[src/rtl/div_pkg.sv]
// rtl/div_pkg.sv - shared FSM encoding, handshake levels and sign helper for the divider
package div_pkg;

    typedef enum logic [1:0] {
        DIV_FREE    = 2'b00,
        DIV_BY_ZERO = 2'b01,
        DIV_ON      = 2'b10,
        DIV_END     = 2'b11
    } div_state_e;

    localparam logic DIV_RESULT_READY     = 1'b1;
    localparam logic DIV_RESULT_NOT_READY = 1'b0;
    localparam logic DIV_START            = 1'b1;
    localparam logic DIV_STOP             = 1'b0;

    localparam logic [5:0] DIV_ITERATIONS = 6'd32;

    function automatic logic [31:0] cond_negate(input logic neg, input logic [31:0] value);
        return neg ? (~value + 32'd1) : value;
    endfunction

endpackage

[src/rtl/div_step.sv]
// rtl/div_step.sv - one restoring-division iteration on the 65-bit working register
module div_step (
    input  logic [64:0] work,
    input  logic [31:0] divisor,
    output logic [64:0] work_next
);

    logic [32:0] trial;

    always_comb begin
        trial = work[63:31] - {1'b0, divisor};
        if (trial[32]) begin
            work_next = {work[63:0], 1'b0};
        end else begin
            // work[64] is always zero here; carrying it keeps the register width uniform
            work_next = {work[64], trial[31:0], work[30:0], 1'b1};
        end
    end

endmodule

[src/rtl/div.sv]
// rtl/div.sv - multi-cycle 32-bit DIV/DIVU unit; DIV_SIGNED_EN enables signed operation
module div
    import div_pkg::*;
(
    input  logic        clk,
    input  logic        rst,
    input  logic        signed_div_i,
    input  logic [31:0] opdata1_i,
    input  logic [31:0] opdata2_i,
    input  logic        start_i,
    input  logic        annul_i,
    output logic [63:0] result_o,
    output logic        ready_o
);

    div_state_e  state, state_next;
    logic [5:0]  cnt, cnt_next;
    logic [64:0] work, work_next, work_step;
    logic [31:0] divisor, divisor_next;
    logic        neg_quo, neg_quo_next;
    logic        neg_rem, neg_rem_next;
    logic [63:0] result_next;
    logic        ready_next;
    logic        sign_mode;

`ifdef DIV_SIGNED_EN
    assign sign_mode = signed_div_i;
`else
    assign sign_mode = signed_div_i & 1'b0;
`endif

    div_step u_step (
        .work      (work),
        .divisor   (divisor),
        .work_next (work_step)
    );

    always_ff @(posedge clk or posedge rst) begin
        if (rst) begin
            state    <= DIV_FREE;
            cnt      <= '0;
            work     <= '0;
            divisor  <= '0;
            neg_quo  <= 1'b0;
            neg_rem  <= 1'b0;
            result_o <= '0;
            ready_o  <= DIV_RESULT_NOT_READY;
        end else begin
            state    <= state_next;
            cnt      <= cnt_next;
            work     <= work_next;
            divisor  <= divisor_next;
            neg_quo  <= neg_quo_next;
            neg_rem  <= neg_rem_next;
            result_o <= result_next;
            ready_o  <= ready_next;
        end
    end

    always_comb begin
        state_next   = state;
        cnt_next     = cnt;
        work_next    = work;
        divisor_next = divisor;
        neg_quo_next = neg_quo;
        neg_rem_next = neg_rem;
        result_next  = result_o;
        ready_next   = ready_o;

        case (state)
            DIV_FREE: begin
                result_next = '0;
                ready_next  = DIV_RESULT_NOT_READY;
                if (start_i == DIV_START && !annul_i) begin
                    if (opdata2_i == 32'd0) begin
                        state_next = DIV_BY_ZERO;
                    end else begin
                        work_next    = {33'd0, cond_negate(sign_mode & opdata1_i[31], opdata1_i)};
                        divisor_next = cond_negate(sign_mode & opdata2_i[31], opdata2_i);
                        neg_quo_next = sign_mode & (opdata1_i[31] ^ opdata2_i[31]);
                        neg_rem_next = sign_mode & opdata1_i[31];
                        cnt_next     = '0;
                        state_next   = DIV_ON;
                    end
                end
            end
            DIV_BY_ZERO: begin
                if (annul_i) begin
                    state_next = DIV_FREE;
                end else begin
                    state_next  = DIV_END;
                    result_next = '0;
                    ready_next  = DIV_RESULT_READY;
                end
            end
            DIV_ON: begin
                if (annul_i) begin
                    state_next  = DIV_FREE;
                    result_next = '0;
                    ready_next  = DIV_RESULT_NOT_READY;
                end else if (cnt == DIV_ITERATIONS) begin
                    result_next = {cond_negate(neg_rem, work[63:32]), cond_negate(neg_quo, work[31:0])};
                    ready_next  = DIV_RESULT_READY;
                    state_next  = DIV_END;
                end else begin
                    work_next = work_step;
                    cnt_next  = cnt + 6'd1;
                end
            end
            DIV_END: begin
                if (start_i == DIV_STOP) begin
                    state_next  = DIV_FREE;
                    result_next = '0;
                    ready_next  = DIV_RESULT_NOT_READY;
                end
            end
            default: state_next = DIV_FREE;
        endcase
    end

endmodule

[config.mk]
export PLATFORM = sky130hd
export DESIGN_NAME = div
export DESIGN_NICKNAME = d
export VERILOG_FILES = /design/src/rtl/div_pkg.sv /design/src/rtl/div_step.sv /design/src/rtl/div.sv
export SDC_FILE = /design/constraint.sdc
export NUM_CORES = 1
export LEC_CHECK = 0
export ABC_AREA = 0
export ABC_CLOCK_PERIOD_IN_PS = 6050
export BUFFER_PORTS_ARGS = -buffer_cell sky130_fd_sc_hd__buf_2
export CORE_MARGIN = 2
export CORE_UTILIZATION = 40
export DETAILED_ROUTE_END_ITERATION = 8
export HOLD_SLACK_MARGIN = 0.08
export PLACE_DENSITY = 0.6
export SLEW_MARGIN = 30
export SYNTH_ARGS = -nofsm -noshare
export SYNTH_HDL_FRONTEND = slang
export SYNTH_SLANG_ARGS = --single-unit
[constraint.sdc]
create_clock -name clk -period 6.05 [get_ports clk]
set_clock_uncertainty 0.2 [all_clocks]
set_input_delay 0.9075 -clock clk [delete_from_list [all_inputs] [get_ports clk]]
set_output_delay 0.9075 -clock clk [all_outputs]
set_load 0.02 [all_outputs]
# Word-level counts from Yosys, hierarchy flattened
# Cells that the tools add are included.
[totals]
inputBits = 69
regBits = 169
[classes]
n_eq_ne = 11
muxes = 28
n_bitwise = 1
n_reduce_logical = 9
addsub = 2
[ops]
columns = ["operator", "count"]
rows = [
  ["64-bit two-way mux", 9],
  ["64-bit one-hot mux with 4 select lines", 1],
  ["64-bit one-hot mux with 2 select lines", 1],
  ["33-bit by 32-bit subtractor with 33-bit output", 1],
  ["32-bit zero test", 1],
  ["6-bit two-way mux", 4],
  ["2-bit two-way mux", 6],
  ["2-bit inequality test (second input constant)", 6],
  ["6-bit one-hot mux with 2 select lines", 1],
  ["3-bit AND reduction", 3],
  ["2-bit one-hot mux with 4 select lines", 1],
  ["6-bit by 1-bit adder with 6-bit output (second input constant)", 1],
  ["6-bit == test (second input constant)", 1],
  ["5-bit AND reduction", 1],
  ["2-bit == test (second input constant)", 2],
  ["1-bit two-way mux", 4],
  ["1-bit one-hot mux with 4 select lines", 1],
  ["3-bit inequality test (second input constant)", 1],
  ["2-bit by 1-bit == test with 1-bit output (second input constant)", 1],
  ["2-bit zero test", 1],
  ["2-bit nonzero test", 1],
  ["1-bit logical AND", 1],
  ["1-bit zero test", 1],
  ["1-bit inverter", 1],
]

# Depth between registers and ports, before layout
# Gate-level depths: netlist of the first run.
[depth]
ltp_word = 5
ltp_mapped = 14

# Modules after synthesis
# A second synthesis of the first run with hierarchy kept.
[hier_totals]
hier_cells = 1055
area_unflattened_um2 = 9869.5
[by_module_without_submodules]
columns = ["mod", "seq_area_each_um2", "area_per_inst_um2", "cells_each", "n_inst"]
rows = [
  ["div", 4254.1, 7275.7, 715, 1],
  ["div_step", 0.0, 2593.7, 340, 1],
]

# Worst setup path after synthesis of the first run
# No wires, ideal clock.
[synth_path]
path_type = "register to register"
from = "register work[31]"
to = "register work[44]"
arrival_ps = 2644
required_ps = 5719
period_less_slack_ps = 2975
slack_ps = 3075
path_buffers = 1
stages_incl_launch_ff = 14
path_cell_list = "dfrtp_1 inv_1 ha_1 inv_1 fa_1 a211oi_1 o21ai_1 o21ai_1 a41oi_2 o21a_1 nor3_4 buf_4 mux2i_1 o21ai_1"
[synth_between]
elab_chain_cells = 5
[synth_lines]
columns = ["element", "line", "text"]
rows = [
  ["from (decl)", "div.sv:18", "logic [64:0] work, work_next, work_step;"],
  ["from (signal assigned)", "div.sv:51", "work <= work_next;"],
  ["33-bit by 32-bit subtractor with 33-bit output", "div_step.sv:11", "trial = work[63:31] - {1'b0, divisor};"],
  ["64-bit two-way mux", "div_step.sv:12", "if (trial[32]) begin"],
  ["64-bit two-way mux", "div.sv:101", "end else if (cnt == DIV_ITERATIONS) begin"],
  ["64-bit two-way mux", "div.sv:97", "if (annul_i) begin"],
  ["64-bit one-hot mux with 2 select lines", "div.sv:70", "case (state)"],
]
# No other way between the ends. The select of a mux whose other input is x is not followed.
# A chain may end at the register's enable or synchronous reset.

# Final worst setup path of the first run
[layout_path]
from = "input opdata2_i[21]"
to = "register work[60]"
[layout_between]
elab_chain_cells = 3
[layout_lines]
columns = ["element", "line", "text"]
rows = [
  ["from (decl)", "div.sv:9", "input logic [31:0] opdata2_i,"],
  ["32-bit zero test", "div.sv:75", "if (opdata2_i == 32'd0) begin"],
  ["2-bit inequality test (no line)", "n/a", ""],
  ["5-bit AND reduction (no line)", "n/a", ""],
]
# No other way between the ends.

==> results.txt, run 1 <==
----------------------------------------------------
[Drt]
  Per-cell routed wire length ... around 16 um
  Via density per instance ... roughly 5.3
  First-pass DRT Iterations ... 9
  Sum of routed wire length over all layers ... around 21000 um
  Final routed DRC violation total ... 0
  Initial drt markers ... between 400 and 500
  Post-detailed-route count of antenna-violating nets ... 0
  Number of vias after detailed routing ... roughly 7000

[Power]
  Switching part of the total ... between 40 and 50%
  Share of total power in combinational logic ... about 50%
  Sequential share of power ... between 30% and 40%
  Internal Dissipation ... 3.17 mW
  PD cells ... ~540 nW/um2
  Static Leak ... 5.20 nW
  Power spent charging and discharging nets ... between 2 and 2.5 mW
  Worst ir drop on vdd ... about 240 uV
  Clk pwr share ... 19.7%

[Worst hold path]
  Type of the most critical hold path ... flip-flop to flip-flop
  Worst hold start ... result_o[35]$_DFFE_PP0P_

[Critical path]
  Worst-path maximum fanout ... 23
  Worst path slowest cell ... nor4_1
  Cell-by-cell trace of the critical path ... buf_2 > nor4_1 > nand4_1 > nor2_1 > or3b_2 > buf_4 > a21o_1 > nor4_2 > a22oi_1 > o21ai_1
  Critical path startpoint ... opdata2_i[21]
  Data arrival time of the critical path ... between 3000 and 4000 ps
  Worst Path Required ... ~6000 ps
  Reg2reg start ... work[31]$_DFFE_PP0P_
  Setup Crit Path Kind ... primary input to flip-flop
  Crit path buffers/inverters ... 2
  Slowest Stage Delay on Critical Path ... roughly 600 ps
  Kind of cell adding the most delay to the critical path ... simple AND/OR/NAND/NOR gates
  Setup crit end kind ... flip-flop
  Critical Path Start Type ... primary input

[Clocking]
  Post-cts resize count ... 0
  Maximum buffer depth of the clock tree ... 2
  Number of buffers created by CTS ... 17
  TritonCTS clock tree ... yes
  Clock tree sinks ... between 150 and 200
  Clk slew on worst S/H paths ... 70 ps
  Post-CTS Repair Setup Buffers ... 0
  Number of hold-repair buffers added at the cts stage ... 0
  Count of H-tree levels built during CTS ... 4
  Master cell of the clock root buffer ... clkbuf_16
  Clock insertion delay at the later pin of the skew report ... 440 ps

[Placed design]
  Number of placed instances with taps included ... ~1300
  Worst setup slack after placement ... around 1800 ps
  DPL Wire Length ... around 15000 um
  Buffers on Ports ... 132
  Final weighted congestion in routability-driven placement ... about 0.84

[Floorplan]
  Number of primary I/O pins ... roughly 130
  Standard-cell row count ... 54
  Initial cell density of the core ... 40.6%
  Die Width ... 153 um
  Standard cell core area ... 21800 um2
  Y dimension of the die ... between 150 and 200 um
  Die ar. ... 23300 um2

[Timing]
  Pins Over Slew Limit ... 0
  Hold slack final ... ~270 ps
  Final WS setup ... approximately 2300 ps
  Transition at the pin with the smallest max-transition slack ... 736 ps
  Unrepaired setup endpoints after global routing ... no
  Crit path time final ... between 3000 and 4000 ps
  Final setup violation count ... 0
  Final worst path period share ... about three fifths
  Final count of hold timing violations ... 0
  Relative max-transition margin ... about 51%
  Highest clock frequency the design can meet ... between 200 and 300 MHz
  Setup total negative slack ... 0 ps

[GRT]
  First-pass GRT wire length ... between 30000 and 40000 um
  Aggregate global-route resource usage ... approximately a fifth
  Number of antenna violations at the first check in global routing ... 1
  Number of global-route vias before repair ... roughly 7000
  Pin count of the biggest net entering global routing ... 69
  Total grt overflow ... 0

[Status]
  Outcome ... complete, no violations

[Cells and area]
  Filler cells ... approximately 2200
  Fraction of layout instances using a drive strength above 1 ... between 20% and 30%
  Most common cell after layout, fill and taps aside ... nand2_1
  Leading cell types in the layout, fill and taps excluded ... nand2_1 (174), dfrtp_1 (169), buf_2 (132)
  Filler-free cell count of the finished design ... between 1000 and 1500
  Final standard cell utilization of the core ... 47.8%
  Ant diodes ... 0
  Layout overhead on the synthesized area ... 17.9%
  Layout Nets ... between 1000 and 1500

[Synthesis]
  Number of flops mapped to enable cells by yosys ... 0
  Main synth FF type ... dfrtp_1
  Count of different cell masters after synthesis ... 59
  Register area share after synthesis ... between 40% and 50%
  Library cell occupying the most area in the post-synthesis netlist ... dfrtp_1
  Post-Syn Area per Cell ... roughly 9.5 um2
  Number of warnings issued by yosys ... 0
  Portion of synthesized cell area occupied by the leading cell type ... 47.9%
  Number of synthesized register bits ... about 170
  Synth top area cells ... dfrtp_1 (48%), nand2_1 (7.4%), ha_1 (5.5%), o21ai_0 (4.7%), mux2_2 (4.1%)
  Net count after synthesis ... approximately 1000
  Syn Inst Count ... 931
  Post-synthesis async set-or-reset flop share ... 100%
  Post-synthesis instance area ... roughly 8800 um2

[Run]
  Number of max-cap violations ... 0

----------------------------------------------------
## worst register-to-register path, stage by stage, from the launching register on
cell and delay, ps:
dfrtp_1 410, inv_1 70, ha_1 150, inv_1 50
fa_1 420, a211oi_1 240, o21ai_1 180, o21ai_1 280
a41oi_2 240, o21a_1 270, nor3_4 180, buf_4 450
nor4b_2 110, a31oi_1 150, o211ai_1 110
## power groups by stage
stage                     logic, mW  registers [mW]  clock network [mW]
final                          2.78            1.76                1.11
after global routing           3.13            1.82                1.19
after CTS                      2.80            1.76                1.14
after detailed placement       2.79            1.79                   0
after global placement         2.69            1.78                   0
after floorplan                2.14            1.76                   0
## layout make-up
cell class	instances	area (um2)	area share [%]
inverters	78	298	2.86
well taps	280	350	3.37
clock buffers	17	425	4.09
repair buffers	143	783	7.52
clock inverters	15	178	1.71
flip-flops and latches	169	4230	40.6
multi-input cells	636	4150	39.8
## through the flow
stage	instance area [um2]	power (mW)
final	10400	5.66
after global routing	10400	6.14
after floorplan	8820	3.90
after global placement	9750	4.46
after CTS	10400	5.71
after detailed placement	9810	4.57
## cell families after synthesis
kind of cell	count (synthesis)	synth area share (%)
xor gates and xnor gates	31	3.08
DFF	169	47.9
and+or+nand+nor	267	13.2
adders and majority gates	40	5.76
buffers and inverters	126	5.64
AOI/OAI and AO/OA	258	19.4
muxes	40	4.99
## state kept, by name, summed over array words and instances, names as in the netlist
register	count
cnt	6
work	64
state	2
result_o	64
divisor	32
ready_o	1
## synth_stat cells, drive strengths merged, types with 3 or more instances
| master | n |
|---|---|
| a31oi | 3 |
| a32oi | 5 |
| a222oi | 31 |
| mux2 | 32 |
| nor2b | 3 |
| nand4 | 6 |
| a21o | 15 |
| xnor2 | 18 |
| o21bai | 3 |
| ha | 39 |
| clkbuf | 32 |
| o211ai | 6 |
| a21boi | 3 |
| a211oi | 4 |
| nand2b | 8 |
| inv | 78 |
| o21a | 5 |
| nor2 | 38 |
| and3 | 4 |
| dfrtp | 169 |
| nor4 | 9 |
| nand2 | 174 |
| a21oi | 44 |
| buf | 16 |
| o21ai | 113 |
| a221oi | 3 |
| nor3 | 7 |
| a22oi | 7 |
| nand3 | 9 |
| xor2 | 13 |
| mux2i | 8 |
## routing by layer
metal	track usage (%)	part of all wire [%]	up-vias
met5	0	0.061	-
met3	3.81	4.2	25
li1	-	-	3507
met1	25.6	47	3357
met4	5.16	1.7	2
met2	30.5	47	154
## path summary, 6_finish.rpt
kind,endpoint,slack (ps),depth (start not counted)
min,result_o[35]$_DFFE_PP0P_,270,2
min in group asynchronous,result_o[19]$_DFFE_PP0P_,340,2
max in group asynchronous,divisor[23]$_DFFE_PP0P_,4150,3
max,work[60]$_DFFE_PP0P_,2350,10
max reg2reg,work[61]$_DFFE_PP0P_,2380,14
min reg2reg,result_o[35]$_DFFE_PP0P_,270,2
Note: power is estimated with default switching activity, not from simulation.
==> run 2, diff against run 1 <==
- ABC_CLOCK_PERIOD_IN_PS: 6050 -> 3600
- clock period: 6.05 -> 3.6 ns (I/O delays scaled with it)
==> run 2 against run 1 <==
Compared with the run above:
- design area is 2.2% higher
- first-iteration DRC count rose by 0.43%
- sequential power rose by 69%
- die area unchanged
- via count is 0.48% higher
- sequential cell count stayed put
- critical path depth grew 4
- count of clock-buffer cells in the layout stayed put
- clock power rose by 70%
- highest routed layer is now met4
==> results.txt, run 2 (synthesized netlist as in run 1, its figures left out) <==
----------------------------------------------------
[Clocking]
  Count of H-tree levels built during CTS ... 4 (unchanged)
  Clock tree sinks ... 169 (unchanged)
  Clock insertion delay at the later pin of the skew report ... 440 ps (about the same)
  Number of buffers created by CTS ... 17 (unchanged)
  Clk slew on worst S/H paths ... 80 ps (was 70 ps)
  Maximum buffer depth of the clock tree ... 2 (unchanged)
  TritonCTS clock tree ... yes (unchanged)
  Master cell of the clock root buffer ... clkbuf_16 (unchanged)

[GRT]
  First-pass GRT wire length ... 35100 um (was 35600 um)
  Number of global-route vias before repair ... 6828 (was 7027)
  Pin count of the biggest net entering global routing ... 60 (was 69)
  Number of antenna violations at the first check in global routing ... 0 (was 1)
  Total grt overflow ... 0 (unchanged)
  Aggregate global-route resource usage ... 18.6% (was 18.7%)

[Floorplan]
  Initial cell density of the core ... 40.6% (unchanged)
  Standard-cell row count ... 54 (unchanged)
  Y dimension of the die ... 153 um (unchanged)
  Die Width ... 153 um (unchanged)
  Number of primary I/O pins ... 134 (unchanged)
  Die ar. ... 23300 um2 (unchanged)
  Standard cell core area ... 21800 um2 (unchanged)

[Cells and area]
  Layout Nets ... 1168 (was 1154)
  Final standard cell utilization of the core ... 48.9% (was 47.8%)
  Ant diodes ... 0 (unchanged)
  Most common cell after layout, fill and taps aside ... nand2_1 (unchanged)
  Filler cells ... 2076 (was 2156)
  Filler-free cell count of the finished design ... 1352 (was 1338)
  Leading cell types in the layout, fill and taps excluded ... nand2_1 (174), dfrtp_1 (169), buf_2 (132) (unchanged)
  Layout overhead on the synthesized area ... 20.6% (was 17.9%)
  Regs by FF count ... result_o x64, work x64, divisor x32 (unchanged)
  Fraction of layout instances using a drive strength above 1 ... 22.6% (was 21.3%)

[Critical path]
  Setup Crit Path Kind ... flip-flop to flip-flop (was primary input to flip-flop)
  Worst-path maximum fanout ... 8 (was 23)
  Setup crit end kind ... flip-flop (unchanged)
  Worst Path Required ... 3700 ps (was 6140 ps)
  Data arrival time of the critical path ... 3510 ps (was 3790 ps)
  Reg2reg end ... work[59]$_DFFE_PP0P_ (was work[61]$_DFFE_PP0P_)
  Critical Path Start Type ... flip-flop (was primary input)
  Worst path slowest cell ... dfrtp_1 (was nor4_1)
  Cell-by-cell trace of the critical path ... inv_1 > ha_1 > inv_1 > fa_1 > a211oi_2 > o21ai_2 > o21ai_2 > a41oi_2 > o21a_1 > nor3_4 > buf_4 > nand2b_1 > buf_4 > o221ai_1 (was buf_2 > nor4_1 > nand4_1 > nor2_1 > or3b_2 > buf_4 > a21o_1 > nor4_2 > a22oi_1 > o21ai_1)
  Reg2reg start ... work[31]$_DFFE_PP0P_ (unchanged)
  Slowest Stage Delay on Critical Path ... 430 ps (was 600 ps)
  Critical path startpoint ... work[31]$_DFFE_PP0P_ (was opdata2_i[21])
  FF-to-FF path depth ... 14 (unchanged)
  Flop-to-flop setup slack ... 200 ps (was 2380 ps)

[Timing]
  Setup total negative slack ... 0 ps (unchanged)
  Pins Over Slew Limit ... 0 (unchanged)
  Crit path time final ... 3400 ps
  Highest clock frequency the design can meet ... 294 MHz
  Final worst path period share ... between 90% and 100%
  Unrepaired setup endpoints after global routing ... no (unchanged)
  Final count of hold timing violations ... 0 (unchanged)
  Transition at the pin with the smallest max-transition slack ... 786 ps (was 736 ps)
  Relative max-transition margin ... 47.1% (was 50.9%)
  Final WS setup ... 197 ps (was 2350 ps)
  Final setup violation count ... 0 (unchanged)

[Power]
  Switching part of the total ... 43.1% (was 44.1%)
  Power spent charging and discharging nets ... 4.19 mW (was 2.49 mW)
  PD cells ... 913 nW/um2 (was 544 nW/um2)
  Worst ir drop on vdd ... 392 uV (was 239 uV)
  Sequential share of power ... 30.6% (was 31.2%)
  Static Leak ... 5.30 nW (was 5.20 nW)
  Clk pwr share ... 19.5% (was 19.7%)
  Share of total power in combinational logic ... 49.9% (was 49.1%)
  Internal Dissipation ... 5.52 mW (was 3.17 mW)

[Worst hold path]
  Worst Hold Path EP ... work[16]$_DFFE_PP0P_ (was result_o[35]$_DFFE_PP0P_)
  Worst hold start ... opdata1_i[16] (was result_o[35]$_DFFE_PP0P_)
  Worst hold path stage count ... 3 (was 2)
  Type of the most critical hold path ... primary input to flip-flop (was flip-flop to flip-flop)

[Placed design]
  Buffers on Ports ... 132 (unchanged)
  Number of placed instances with taps included ... 1318 (was 1306)
  Final weighted congestion in routability-driven placement ... 0.871 (was 0.838)
  Worst setup slack after placement ... 112 ps (was 1840 ps)
  DPL Wire Length ... 15400 um (was 14900 um)

[Drt]
  Final routed DRC violation total ... 0 (unchanged)
  First-pass DRT Iterations ... 7 (was 9)
  Per-cell routed wire length ... 15.7 um (was 16.0 um)
  Number of vias after detailed routing ... 7079 (was 7045)
  Initial drt markers ... 465 (was 463)
  Via density per instance ... 5.24 (was 5.27)
  Sum of routed wire length over all layers ... 21200 um (was 21300 um)
  Post-detailed-route count of antenna-violating nets ... 0 (unchanged)

[Run]
  Number of max-cap violations ... 0 (unchanged)

[Status]
  Outcome ... complete, no violations (unchanged)

----------------------------------------------------
[run 2: cell types whose count changed in the layout (fill, tap and decap cells not counted), sizes merged]
cell         change
buf             +13
bufinv           +1
dlygate4sd3      +1
inv              -4
clkinv           +3
[run 2: per-layer routing]
| metal | vias to the layer above | track usage [%] | wire [um] |
|---|---|---|---|
| li1 | 3527 | - | - |
| met1 | 3369 | 25.1 | 9800 |
| met2 | 154 | 30.6 | 10200 |
| met3 | 29 | 3.16 | 806 |
| met4 | 0 | 6.26 | 433 |
| met5 | - | 0 | 0 |
[run 2: metrics by stage]
stage               power [mW]  hold WS (ps)  instance area (um2)
floorplan                 6.56           279                 8830
global placement          7.72           256                 9930
detailed placement        7.80           265                 9980
CTS                       9.73          92.0                10600
global route              10.5           108                10600
finish                    9.71           113                10600
[run 2: repair_timing]
item | in CTS | in global routing
endpoints found under the hold margin | 17 | 0
hold buffers | 1 | 0
setup buffers | 0 | 1
resized for setup | 0 | 4
endpoints found under the setup margin | 0 | 33
[run 2: final cells by class]
class                      count  area [um2]  share of cell area, %
sequential                   169        4230                   39.7
multi-input combinational    636        4160                   39.1
timing repair buffer         157         978                   9.19
clock buffer                  17         425                   4.00
tap                          280         350                   3.29
inverter                      78         297                   2.79
clock inverter                15         198                   1.86
[run 2: critical path: cells and delay by family, from the launching register on]
| kind | cells | cell delay [ps] |
|---|---|---|
| compound gates | 6 | 1200 |
| fa+ha+maj | 2 | 580 |
| buf+inv | 4 | 470 |
| flops | 1 | 430 |
| simple gates | 2 | 380 |
[run 2: worst max path at each step]
stage | end | slack [ps] | depth (start not counted)
final | work[59]$_DFFE_PP0P_ | 200 | 14
after global routing | work[59]$_DFFE_PP0P_ | 6 | 14
after CTS | work[39]$_DFFE_PP0P_ | 90 | 13
after global placement | work[58]$_DFFE_PP0P_ | 110 | 13
after detailed placement | work[59]$_DFFE_PP0P_ | 110 | 14
after floorplan | work[44]$_DFFE_PP0P_ | 630 | 13
[run 2: power by group through the flow]
| stage | logic [mW] | registers (mW) | clock network (mW) |
|---|---|---|---|
| detailed placement | 4.79 | 3.00 | 0 |
| global route | 5.42 | 3.06 | 2.03 |
| global placement | 4.72 | 2.99 | 0 |
| floorplan | 3.60 | 2.96 | 0 |
| CTS | 4.82 | 2.97 | 1.94 |
| finish | 4.85 | 2.98 | 1.89 |
==> run 3, diff against run 2 <==
- ABC_CLOCK_PERIOD_IN_PS: 3600 -> 4300
- clock period: 3.6 -> 4.3 ns (I/O delays scaled with it)
==> run 3 against run 2 <==
Compared with the run above:
- the run now ends with design-rule violations left
- cell count fell by 0.59%
- sequential power shrank 16%
- wire length is 0.27% higher
- combinational power is 19% lower
- count of clock-buffer cells in the layout is the same
- sequential share of layout area rose by 0.64 points
- register-to-register slack better by 510 ps
- fmax shrank 5.4%
- critical endpoint is now work[39]$_DFFE_PP0P_
- largest cell class unchanged
- highest routed layer unchanged
==> results.txt, run 3 (synthesized netlist as in run 1, its figures left out) <==
----------------------------------------------------
[Status]
  Outcome ... finished with violations (was complete, no violations)
  Violated checks ... design-rule violations

[GRT]
  Number of global-route vias before repair ... 6913 (was 6828)
  First-pass GRT wire length ... 35700 um (was 35100 um)
  Total grt overflow ... 0 (unchanged)
  Pin count of the biggest net entering global routing ... 170 (was 60)
  Aggregate global-route resource usage ... 18.9% (was 18.6%)
  Number of antenna violations at the first check in global routing ... 0 (unchanged)

[Cells and area]
  Ant diodes ... 0 (unchanged)
  Leading cell types in the layout, fill and taps excluded ... nand2_1 (174), dfrtp_1 (169), buf_2 (132) (unchanged)
  Filler cells ... 2126 (was 2076)
  Layout overhead on the synthesized area ... 18.7% (was 20.6%)
  Flip-flop and latch area ... 4230 um2 (unchanged)
  Regs by FF count ... result_o x64, work x64, divisor x32 (unchanged)
  Filler-free cell count of the finished design ... 1344 (was 1352)
  Layout Nets ... 1160 (was 1168)
  Summed area of non-filler cells in the final layout ... 10500 um2 (was 10600 um2)
  Fraction of layout instances using a drive strength above 1 ... 21.7% (was 22.6%)
  Multi-input combinational cell area ... 4150 um2 (was 4160 um2)
  Most common cell after layout, fill and taps aside ... nand2_1 (unchanged)

[Clocking]
  Maximum buffer depth of the clock tree ... 2 (unchanged)
  TritonCTS clock tree ... yes (unchanged)
  Clock tree sinks ... 169 (unchanged)
  Count of H-tree levels built during CTS ... 4 (unchanged)
  Master cell of the clock root buffer ... clkbuf_16 (unchanged)
  Number of hold-repair buffers added at the cts stage ... 0 (was 1)
  Clk slew on worst S/H paths ... 70 ps (was 80 ps)
  Post-CTS Repair Setup Buffers ... 0 (unchanged)
  Post-cts resize count ... 0 (unchanged)
  Number of buffers created by CTS ... 17 (unchanged)
  Clock insertion delay at the later pin of the skew report ... 430 ps (was 440 ps)

[Critical path]
  Critical Path Start Type ... flip-flop (unchanged)
  Worst-path maximum fanout ... 26 (was 8)
  Setup Crit Path Kind ... flip-flop to flip-flop (unchanged)
  Data arrival time of the critical path ... 3690 ps (was 3510 ps)
  Worst Path Required ... 4390 ps (was 3700 ps)
  Setup crit end kind ... flip-flop (unchanged)
  Flop-to-flop setup slack ... 700 ps (was 200 ps)

[Timing]
  Crit path time final ... 3600 ps (was 3400 ps)
  Final worst path period share ... 83.7% (was 94.5%)
  Final count of hold timing violations ... 0 (unchanged)
  Relative max-transition margin ... 47.9% (was 47.1%)
  Highest clock frequency the design can meet ... 278 MHz (was 294 MHz)
  Transition at the pin with the smallest max-transition slack ... 774 ps (was 786 ps)
  Final setup violation count ... 0 (unchanged)
  Unrepaired setup endpoints after global routing ... no (unchanged)
  Pins Over Slew Limit ... 0 (unchanged)
  Setup total negative slack ... 0 ps (unchanged)

[Drt]
  Initial drt markers ... 495 (was 465)
  Sum of routed wire length over all layers ... 21300 um (was 21200 um)
  Via density per instance ... 5.20 (was 5.24)
  Per-cell routed wire length ... 15.8 um (was 15.7 um)
  Number of vias after detailed routing ... 6989 (was 7079)
  First-pass DRT Iterations ... 9 (was 7)
  Post-detailed-route count of antenna-violating nets ... 0 (unchanged)
  Final routed DRC violation total ... 1 (was 0)

[Floorplan]
  Die Width ... 153 um (unchanged)
  Die ar. ... 23300 um2 (unchanged)
  Initial cell density of the core ... 40.6% (unchanged)
  Y dimension of the die ... 153 um (unchanged)
  Standard-cell row count ... 54 (unchanged)
  Standard cell core area ... 21800 um2 (unchanged)
  Number of primary I/O pins ... 134 (unchanged)

[Placed design]
  Placement-stage cell area ... 9870 um2 (was 9980 um2)
  Number of placed instances with taps included ... 1311 (was 1318)
  Final weighted congestion in routability-driven placement ... 0.836 (was 0.871)
  Buffers on Ports ... 132 (unchanged)
  DPL Wire Length ... 14900 um (was 15400 um)

[Power]
  PD cells ... 758 nW/um2 (was 913 nW/um2)
  Worst ir drop on vdd ... 384 uV (was 392 uV)
  Static Leak ... 5.23 nW (was 5.30 nW)

[Run]
  Number of max-cap violations ... 0 (unchanged)

[Worst hold path]
  Type of the most critical hold path ... primary input to async pin (was primary input to flip-flop)

----------------------------------------------------
-- run 3: cell types whose count changed in the layout (fill, tap and decap cells not counted), moves of 2 or more --
cell	previous run	this run
buf_12	7	2
o21ai_2	2	0
clkinv_8	5	1
o21ai_1	28	30
inv_8	3	5
buf_4	15	11
-- run 3: metal layers --
layer  GRT usage, %  vias to the layer above  wire (um)
met2           30.3                      159       9850
met4           7.14                        0        548
met5              0                        -          0
met1           26.1                     3275      10100
met3           2.62                       32        800
li1               -                     3523          -
-- run 3: critical path: stages (launching register included) --
cell and delay (ps):
dfrtp_1 420, inv_1 70, ha_1 150, inv_1 50, fa_1 420, a211oi_1 240
o21ai_1 170, o21ai_1 310, a41oi_2 260, o21a_1 270, nor3_4 220, buf_4 340
mux2i_1 230, o21ai_1 70
-- run 3: per-stage QoR --
step,total power [mW],setup WS [ps],utilization (%),hold slack [ps]
2_1_floorplan,5.49,1300,-,279
3_3_place_gp,6.37,548,45.1,257
3_5_place_dp,6.44,755,45.4,266
4_1_cts,7.99,717,48.0,199
5_1_grt,8.60,470,48.1,96.3
6_report,7.93,703,48.1,78.6
-- run 3: area by class of cell --
class	count	area share, %
Tap cell	280	3.34
Multi-Input combinational cell	636	39.6
Sequential cell	169	40.4
Timing Repair Buffer	149	8.41
Inverter	78	2.83
Clock buffer	17	4.06
Clock inverter	15	1.40
-- run 3: path summary, 6_finish.rpt --
check / from / end / depth (start not counted)
worst max-delay path: work[31]$_DFFE_PP0P_ / work[39]$_DFFE_PP0P_ / 13
worst min-delay path: rst / result_o[37]$_DFFE_PP0P_ / 3
worst max register to register: work[31]$_DFFE_PP0P_ / work[39]$_DFFE_PP0P_ / 13
worst min register to register: result_o[16]$_DFFE_PP0P_ / result_o[16]$_DFFE_PP0P_ / 2
max in group asynchronous: rst / work[48]$_DFFE_PP0P_ / 4
min in group clk: opdata1_i[13] / work[13]$_DFFE_PP0P_ / 3
-- run 3: where the power goes --
| part | total, mW | internal, mW | switching (mW) |
|---|---|---|---|
| registers | 2.49 | 2.09 | 0.404 |
| clock network | 1.51 | 0.774 | 0.732 |
| logic | 3.94 | 1.60 | 2.34 |
| total | 7.93 | 4.46 | 3.47 |
